$ cat src/rtl/digital_lock_ctrl.sv
// digital_lock_ctrl
//   Parametrised code lock. A PW_WIDTH-bit code is compared against the
//   stored password on each cycle that try is high. Consecutive failures are
//   counted. Reaching MAX_FAILS failures starts a timed lockout that lasts
//   LOCKOUT_CYCLES clocks.
//
//   Optional feature macro: PW_PROG_EN
//     defined   : while unlocked, prog=1 loads code as the new password.
//     undefined : the password is the constant DEFAULT_PW, prog is ignored,
//                 and no password register exists.
//
//   Every output is a flop, so there is no combinational path from any input
//   to any output.
module digital_lock_ctrl #(
  parameter int                     PW_WIDTH       = 4,
  parameter logic [PW_WIDTH-1:0]    DEFAULT_PW     = PW_WIDTH'(4'b0101),
  parameter int                     MAX_FAILS      = 3,
  parameter int                     LOCKOUT_CYCLES = 10,
  localparam int                    FW             = $clog2(MAX_FAILS + 1),
  localparam int                    TW             = $clog2(LOCKOUT_CYCLES + 1)
) (
  input  logic                clk,
  input  logic                reset_n,
  input  logic [PW_WIDTH-1:0] code,
  input  logic                try,
  input  logic                close,
  input  logic                prog,
  output logic                unlocked,
  output logic                lockout,
  output logic                fail,
  output logic [FW-1:0]       fail_cnt,
  output logic [TW-1:0]       lock_timer
);

  typedef enum logic [1:0] {
    ST_LOCKED   = 2'd0,
    ST_UNLOCKED = 2'd1,
    ST_LOCKOUT  = 2'd2
  } state_t;

  localparam logic [TW-1:0] TIMER_LOAD = TW'(LOCKOUT_CYCLES);
  localparam logic [TW-1:0] TIMER_ONE  = TW'(1);
  localparam logic [FW-1:0] CNT_ONE    = FW'(1);

  state_t              state_q,      state_d;
  logic                unlocked_q,   unlocked_d;
  logic                lockout_q,    lockout_d;
  logic                fail_q,       fail_d;
  logic [FW-1:0]       fail_cnt_q,   fail_cnt_d;
  logic [TW-1:0]       lock_timer_q, lock_timer_d;

  // Password currently in force: a register when programmable, else a constant.
  logic [PW_WIDTH-1:0] pw_cur;

`ifdef PW_PROG_EN
  logic [PW_WIDTH-1:0] pw_q, pw_d;
  assign pw_cur = pw_q;
`else
  assign pw_cur = DEFAULT_PW;
  // Without programming support, prog is part of the port list but unused.
  logic unused_prog;
  assign unused_prog = prog;
`endif

  logic code_match;
  logic last_fail;

  assign code_match = (code == pw_cur);
  // True when one more rejected attempt reaches the lockout threshold.
  assign last_fail  = ((int'(fail_cnt_q) + 1) >= MAX_FAILS);

  // Next-state, counter, timer and password update for one clock.
  always_comb begin
    state_d      = state_q;
    fail_cnt_d   = fail_cnt_q;
    lock_timer_d = lock_timer_q;
    fail_d       = 1'b0;
`ifdef PW_PROG_EN
    pw_d         = pw_q;
`endif

    case (state_q)
      ST_LOCKED: begin
        if (try) begin
          if (code_match) begin
            state_d    = ST_UNLOCKED;
            fail_cnt_d = '0;
          end else if (last_fail) begin
            // The counter restarts from zero after the lockout expires.
            state_d      = ST_LOCKOUT;
            fail_d       = 1'b1;
            fail_cnt_d   = '0;
            lock_timer_d = TIMER_LOAD;
          end else begin
            fail_d     = 1'b1;
            fail_cnt_d = fail_cnt_q + CNT_ONE;
          end
        end
      end

      ST_UNLOCKED: begin
        // try is deliberately ignored here: no compare and no fail pulse.
`ifdef PW_PROG_EN
        if (prog) begin
          pw_d = code;
        end
`endif
        if (close) begin
          state_d = ST_LOCKED;
        end
      end

      ST_LOCKOUT: begin
        // try and close are ignored. A timer value of 1 marks the final
        // lockout cycle. The <= guard also ensures the timer cannot wrap.
        if (lock_timer_q <= TIMER_ONE) begin
          state_d      = ST_LOCKED;
          lock_timer_d = '0;
        end else begin
          lock_timer_d = lock_timer_q - TIMER_ONE;
        end
      end

      default: begin
        // This is an unreachable encoding. Recover to a clean locked state.
        state_d      = ST_LOCKED;
        fail_cnt_d   = '0;
        lock_timer_d = '0;
      end
    endcase

    // The status outputs are registered copies of the state being entered.
    unlocked_d = (state_d == ST_UNLOCKED);
    lockout_d  = (state_d == ST_LOCKOUT);
  end

  // State and output registers. Reset clears everything at once, including
  // an active lockout and any programmed password.
  always_ff @(posedge clk or negedge reset_n) begin
    if (!reset_n) begin
      state_q      <= ST_LOCKED;
      unlocked_q   <= 1'b0;
      lockout_q    <= 1'b0;
      fail_q       <= 1'b0;
      fail_cnt_q   <= '0;
      lock_timer_q <= '0;
`ifdef PW_PROG_EN
      pw_q         <= DEFAULT_PW;
`endif
    end else begin
      state_q      <= state_d;
      unlocked_q   <= unlocked_d;
      lockout_q    <= lockout_d;
      fail_q       <= fail_d;
      fail_cnt_q   <= fail_cnt_d;
      lock_timer_q <= lock_timer_d;
`ifdef PW_PROG_EN
      pw_q         <= pw_d;
`endif
    end
  end

  assign unlocked   = unlocked_q;
  assign lockout    = lockout_q;
  assign fail       = fail_q;
  assign fail_cnt   = fail_cnt_q;
  assign lock_timer = lock_timer_q;

endmodule
$ cat config.mk
export PLATFORM = sky130hd
export DESIGN_NAME = digital_lock_ctrl
export DESIGN_NICKNAME = d
export VERILOG_FILES = /design/src/rtl/digital_lock_ctrl.sv
export SDC_FILE = /design/constraint.sdc
export NUM_CORES = 1
export LEC_CHECK = 0
export ABC_CLOCK_PERIOD_IN_PS = 2400
export CORE_MARGIN = 2
export CORE_UTILIZATION = 43
export DETAILED_ROUTE_END_ITERATION = 12
export PLACE_DENSITY = 0.75
export SLEW_MARGIN = 30
export SYNTH_ARGS = -nofsm -noshare
export SYNTH_HDL_FRONTEND = slang
export SYNTH_SLANG_ARGS = --single-unit
$ cat constraint.sdc
create_clock -name clk -period 2.4 [get_ports clk]
set_input_delay 0.6 -clock clk [delete_from_list [all_inputs] [get_ports clk]]
set_output_delay 0.6 -clock clk [all_outputs]
set_load 0.02 [all_outputs]
Word-level counts from Yosys, hierarchy flattened
Index checks and enable logic that the tools add are counted.
{"block": "totals", "out_inout_bits": 9, "regBits": 11, "inputBits": 9}
{"block": "classes", "addsub": 3, "eq_ne": 8, "n_reduce_logical": 4, "bitwise_logic": 2, "n_mux": 18, "magnitude_cmp": 2}
{"op": "$mux 2", "n": 8}
{"op": "$mux 4", "n": 4}
{"op": "$pmux 4 s3", "n": 1}
{"op": "$ne 2x2->1 const B", "n": 3}
{"op": "$pmux 2 s3", "n": 1}
{"op": "$eq 2x1->1 const B", "n": 2}
{"op": "$eq 2x2->1 const B", "n": 2}
{"op": "$eq 4x3->1 const B", "n": 1}
{"op": "$le 4x1->1 const B", "n": 1}
{"op": "$pmux 2 s2", "n": 1}
{"op": "$reduce_and 4->1", "n": 1}
{"op": "$sub 4x1->4 const B", "n": 1}
{"op": "$add 2x1->3 const B", "n": 1}
{"op": "$ge 3x2->1 const B", "n": 1}
{"op": "$mux 1", "n": 3}
{"op": "$add 2x1->2 const B", "n": 1}
{"op": "$logic_not 2->1", "n": 1}
{"op": "$not 1->1", "n": 2}
{"op": "$reduce_and 2->1", "n": 1}
{"op": "$reduce_or 2->1", "n": 1}

Logic depth before layout (Yosys ltp)
{"block": "depth", "word_depth": 7, "mapped_depth": 7, "mapped_depth_nobuf": 6}

Worst setup path before layout
Ideal clock, no wire load.
{"block": "synth_timing", "kind": "reg-to-reg", "startpoint": "register lock_timer_q[0], in the netlist lock_timer[0]", "endpoint": "register lock_timer_q[0], in the netlist lock_timer[0]", "path_stages_with_launch": 7, "synth_period_minus_slack_ps": 1659, "setup_ps": 76, "arrival_ps": 1582, "setup_slack_ps": 741, "path_cell_list": "dfrtp_1 -> inv_1 -> ha_1 -> nor2_1 -> o31ai_1 -> or4_1 -> o21ai_1"}
{"block": "synth_between", "elab_chain_cells": 3}
{"element": "start, declared", "line": "50", "source": "logic [TW-1:0] lock_timer_q, lock_timer_d;"}
{"element": "start signal, assigned", "line": "156", "source": "lock_timer_q <= lock_timer_d;"}
{"element": "$sub 4x1->4 or $le 4x1->1 (tied branches)", "line": "120, 116"}
{"element": "$mux 4 (*)", "line": "116", "source": "if (lock_timer_q <= TIMER_ONE) begin"}
{"element": "$pmux 4 s3 (*)", "line": "82", "source": "case (state_q)"}
Every way passes the cells marked *; elsewhere a longest branch is shown, timed or not.
A chain may end at the register's enable or synchronous reset.

Worst setup path after layout
{"block": "layout_timing", "startpoint": "register lock_timer_q[3], in the netlist lock_timer[3]", "endpoint": "output port lock_timer[3]"}
{"element": "end, declared", "line": "32", "source": "output logic [TW-1:0] lock_timer"}
No word-level cell between the ends.

==> results by group <==
Cells and area
  • Final #Nets: roughly 100
  • FILL cells: about 130
  • Share of layout cells above drive strength 1: about an eighth
  • Syn-to-layout area delta: 29.8%
  • # diodes: 0

Detailed routing
  • Routed WL: around 1300 um
  • Post-route antenna net violation count: 0
  • Post-DR wirelength/cell: about 14 um
  • Remaining DRCs: 0
  • First-pass DRT Iterations: 4
  • DRT iter0 DRCs: 12
  • Vias post-DR: between 500 and 600
  • Mean number of vias per cell: 5.65

Worst setup path
  • R2R cell count: 6
  • Critical-path maximum fanout: 7
  • RR Endpoint: unlocked$_DFF_PN0_
  • Largest stage delay on the critical path: 0.64 ns
  • Setup crit start kind: flop
  • Data required, critical path: 1.80 ns
  • Worst path top cell family by delay: buffers and inverters
  • CP Buf/Inv Count: 1
  • CP Cell Sequence: clkdlybuf4s50_1
  • Slowest CP cell: clkdlybuf4s50_1
  • Reg2reg setup slack: about 0.60 ns
  • Worst EP arrival: 1.37 ns
  • CP Capture Type: primary output
  • Setup CP Type: reg -> out
  • RR Startpoint: state_q[1]$_DFF_PN0_

Yosys
  • Avg Synthesized Cell Area: ~11 um^2
  • Syn Inst Count: 63
  • Post-synthesis sequential area ratio: about two fifths
  • Library cells used by synthesis: 29
  • Synth warnings: 0
  • Mapped Nets: 78
  • Netlist Area Pre-Place: 677 um^2
  • #FFs+latches synth: 11

Placement
  • DP Wirelength: 1030 um
  • Pre-CTS setup slack: 0.308 ns
  • Gpl congestion: 0.820
  • Number of buffers inserted by port buffering: 16

Floorplanning
  • Die X-Extent: ~44 um
  • Initial Util: 45.5%
  • I/O Pins: 18
  • Die Ht: between 40 and 50 um
  • Row count: 14
  • DIE AREA: 1910 um^2
  • Area of the core: 1490 um^2

Timing
  • Fmax achieved: 0.509 GHz
  • RSZ-0062 raised after global routing: false
  • Final-report hold violation count: 0
  • Setup TNS: 0 ns
  • Final worst path period need: 1.97 ns
  • Post-route clock skew: 0.00750 ns
  • Slew headroom: around two thirds
  • Slew @ Worst Pin: 0.501 ns
  • Max Slew Vio Count: 0
  • Crit share post-route: around four fifths
  • Min Hold Slack: 0.509 ns
  • # setup viols final: 0
  • Setup WS post-layout: between 0.4 and 0.5 ns

Clock network
  • H-tree lvl count: 1
  • Root buffer cell: clkbuf_4
  • Sink Count: 11
  • Clk slew on worst S/H paths: 0.07 ns
  • Post-CTS Hold Fix Bufs: 0
  • Num CTS Buffers: 3
  • Max Buffers Root-to-Sink: 2
  • CTS tree: built
  • Clk_lat worst skew: 0.27 ns
  • Post-CTS Setup Bufs: 0
  • Post-cts gate resize count: 0

GRT
  • Vias in the first global route: 527
  • First-pass GRT wire length: 2390 um
  • Largest net degree at the start of global routing: 12
  • Remaining Overflow, GRT: 0
  • Initial antenna violation count: 0
  • GRT Overall Usage: between 10% and 20%

Min path
  • Hold endpoint: fail_cnt[0]$_DFFE_PN0P_
  • Hold path depth: 1
  • Hold_sp: fail_cnt[0]$_DFFE_PN0P_
  • Hold crit path type: reg -> reg

Power and ir drop
  • VDD IR max: 588 uV
  • Sw Pwr: 446 uW
  • Pwr/cell area: 1190 nW/um^2
  • Logic pwr share: ~56%
  • Total Power: 1.04 mW
  • Seq pwr share: 31.9%
  • Internal power: 599 uW
  • Clk pwr share: 12.1%
  • Leak: around 0.38 nW
  • Switching share of power: 42.7%

Run
  • MaxCap Viol Count: 0

Outcome
  • Status: completed
-- per-stage QoR --
step           instance area (um^2)  utilization (%)  cells
2_1_floorplan                   677                -     63
3_3_place_gp                    852             57.2     94
3_5_place_dp                    852             57.2     94
4_1_cts                         878             59.0     98
5_1_grt                         878             59.0     98
6_report                        878             59.0     98
-- flip-flops by register name, indices dropped and copies added, names as in the netlist --
| name | flops |
|---|---|
| fail | 1 |
| lock_timer | 4 |
| unlocked | 1 |
| fail_cnt | 2 |
| lockout | 1 |
| state_q | 2 |
-- power by group through the flow --
| stage | registers (mW) | logic, mW | clock network (mW) |
|---|---|---|---|
| floorplan | 0.394 | 0.325 | 0 |
| CTS | 0.332 | 0.591 | 0.134 |
| global placement | 0.335 | 0.572 | 0 |
| global route | 0.346 | 0.648 | 0.145 |
| finish | 0.333 | 0.585 | 0.127 |
| detailed placement | 0.336 | 0.589 | 0 |
-- cells by family (layout without fill, tap and decap cells) --
logic type / count (synthesis) / after routing / synth area share, %
buffers and inverters: 8 / 27 / 4.62
AO/OA/AOI/OAI: 21 / 21 / 26.8
adder cells (fa/ha/maj): 6 / 6 / 11.1
flip-flops: 11 / 11 / 40.7
AND/OR/NAND/NOR: 17 / 17 / 16.8
-- cells in the mapped netlist --
library cell  number  area (um^2)
nand3b_1           1         7.51
nor3_1             2         10.0
ha_1               6         75.1
o21ai_1            2         10.0
and2b_1            1         7.51
o41ai_1            2         17.5
a21o_1             1         7.51
o311a_1            1         10.0
a2111oi_2          1         15.0
nor4bb_2           1         16.3
o21a_4             1         15.0
nand4b_1           1         8.76
or4_1              1         7.51
nor2b_1            1         6.26
o21ai_0            2         10.0
nand3_1            1         5.00
and4bb_4           1         16.3
buf_2              1         5.00
o21a_1             1         7.51
nand2_2            1         6.26
nor2_1             6         22.5
a211oi_2           1         12.5
inv_1              7         26.3
o32a_1             2         20.0
o31ai_1            3         22.5
a21oi_1            2         10.0
o31a_1             1         8.76
a221oi_2           1         15.0
dfrtp_1           11          275
-- routing by layer --
metal / up-vias / GRT usage, % / wire length [um] / share of wire, %
met5: - / 0 / 0 / 0
met4: 0 / 5.45 / 8 / 0.60
met3: 2 / 8.33 / 83 / 6.3
met2: 18 / 26.2 / 641 / 48
met1: 260 / 21.5 / 594 / 45
li1: 274 / - / - / -
-- cell type report --
type	instances	area (um^2)	share of cell area (%)
clock buffer	4	26.3	2.99
inverter	7	26.3	2.99
tap	16	20.0	2.28
sequential	11	275	31.3
multi-input combinational	44	370	42.2
timing repair buffer	16	160	18.2
-- placed cells by master, fill, tap and decap left out, types with 2 or more instances in the layout --
cell type	count
dfrtp_1	11
clkbuf_4	3
nor3_1	2
a21oi_1	2
o21ai_0	2
o21ai_1	2
ha_1	6
clkdlybuf4s50_1	16
inv_1	7
nor2_1	6
o32a_1	2
o41ai_1	2
o31ai_1	3
-- worst max path at each step --
stage | start | end | slack [ns] | depth (start not counted)
2_1_floorplan | lock_timer[0]$_DFFE_PN0P_ | lock_timer[0]$_DFFE_PN0P_ | 0.74 | 6
3_3_place_gp | code[3] | lockout$_DFF_PN0_ | 0.31 | 5
3_5_place_dp | code[3] | lockout$_DFF_PN0_ | 0.31 | 5
4_1_cts | lock_timer[3]$_DFFE_PN0P_ | lock_timer[3] | 0.42 | 1
5_1_grt | lock_timer[3]$_DFFE_PN0P_ | lock_timer[3] | 0.37 | 1
6_report | lock_timer[3]$_DFFE_PN0P_ | lock_timer[3] | 0.43 | 1
(Power assumes the default switching activity.)
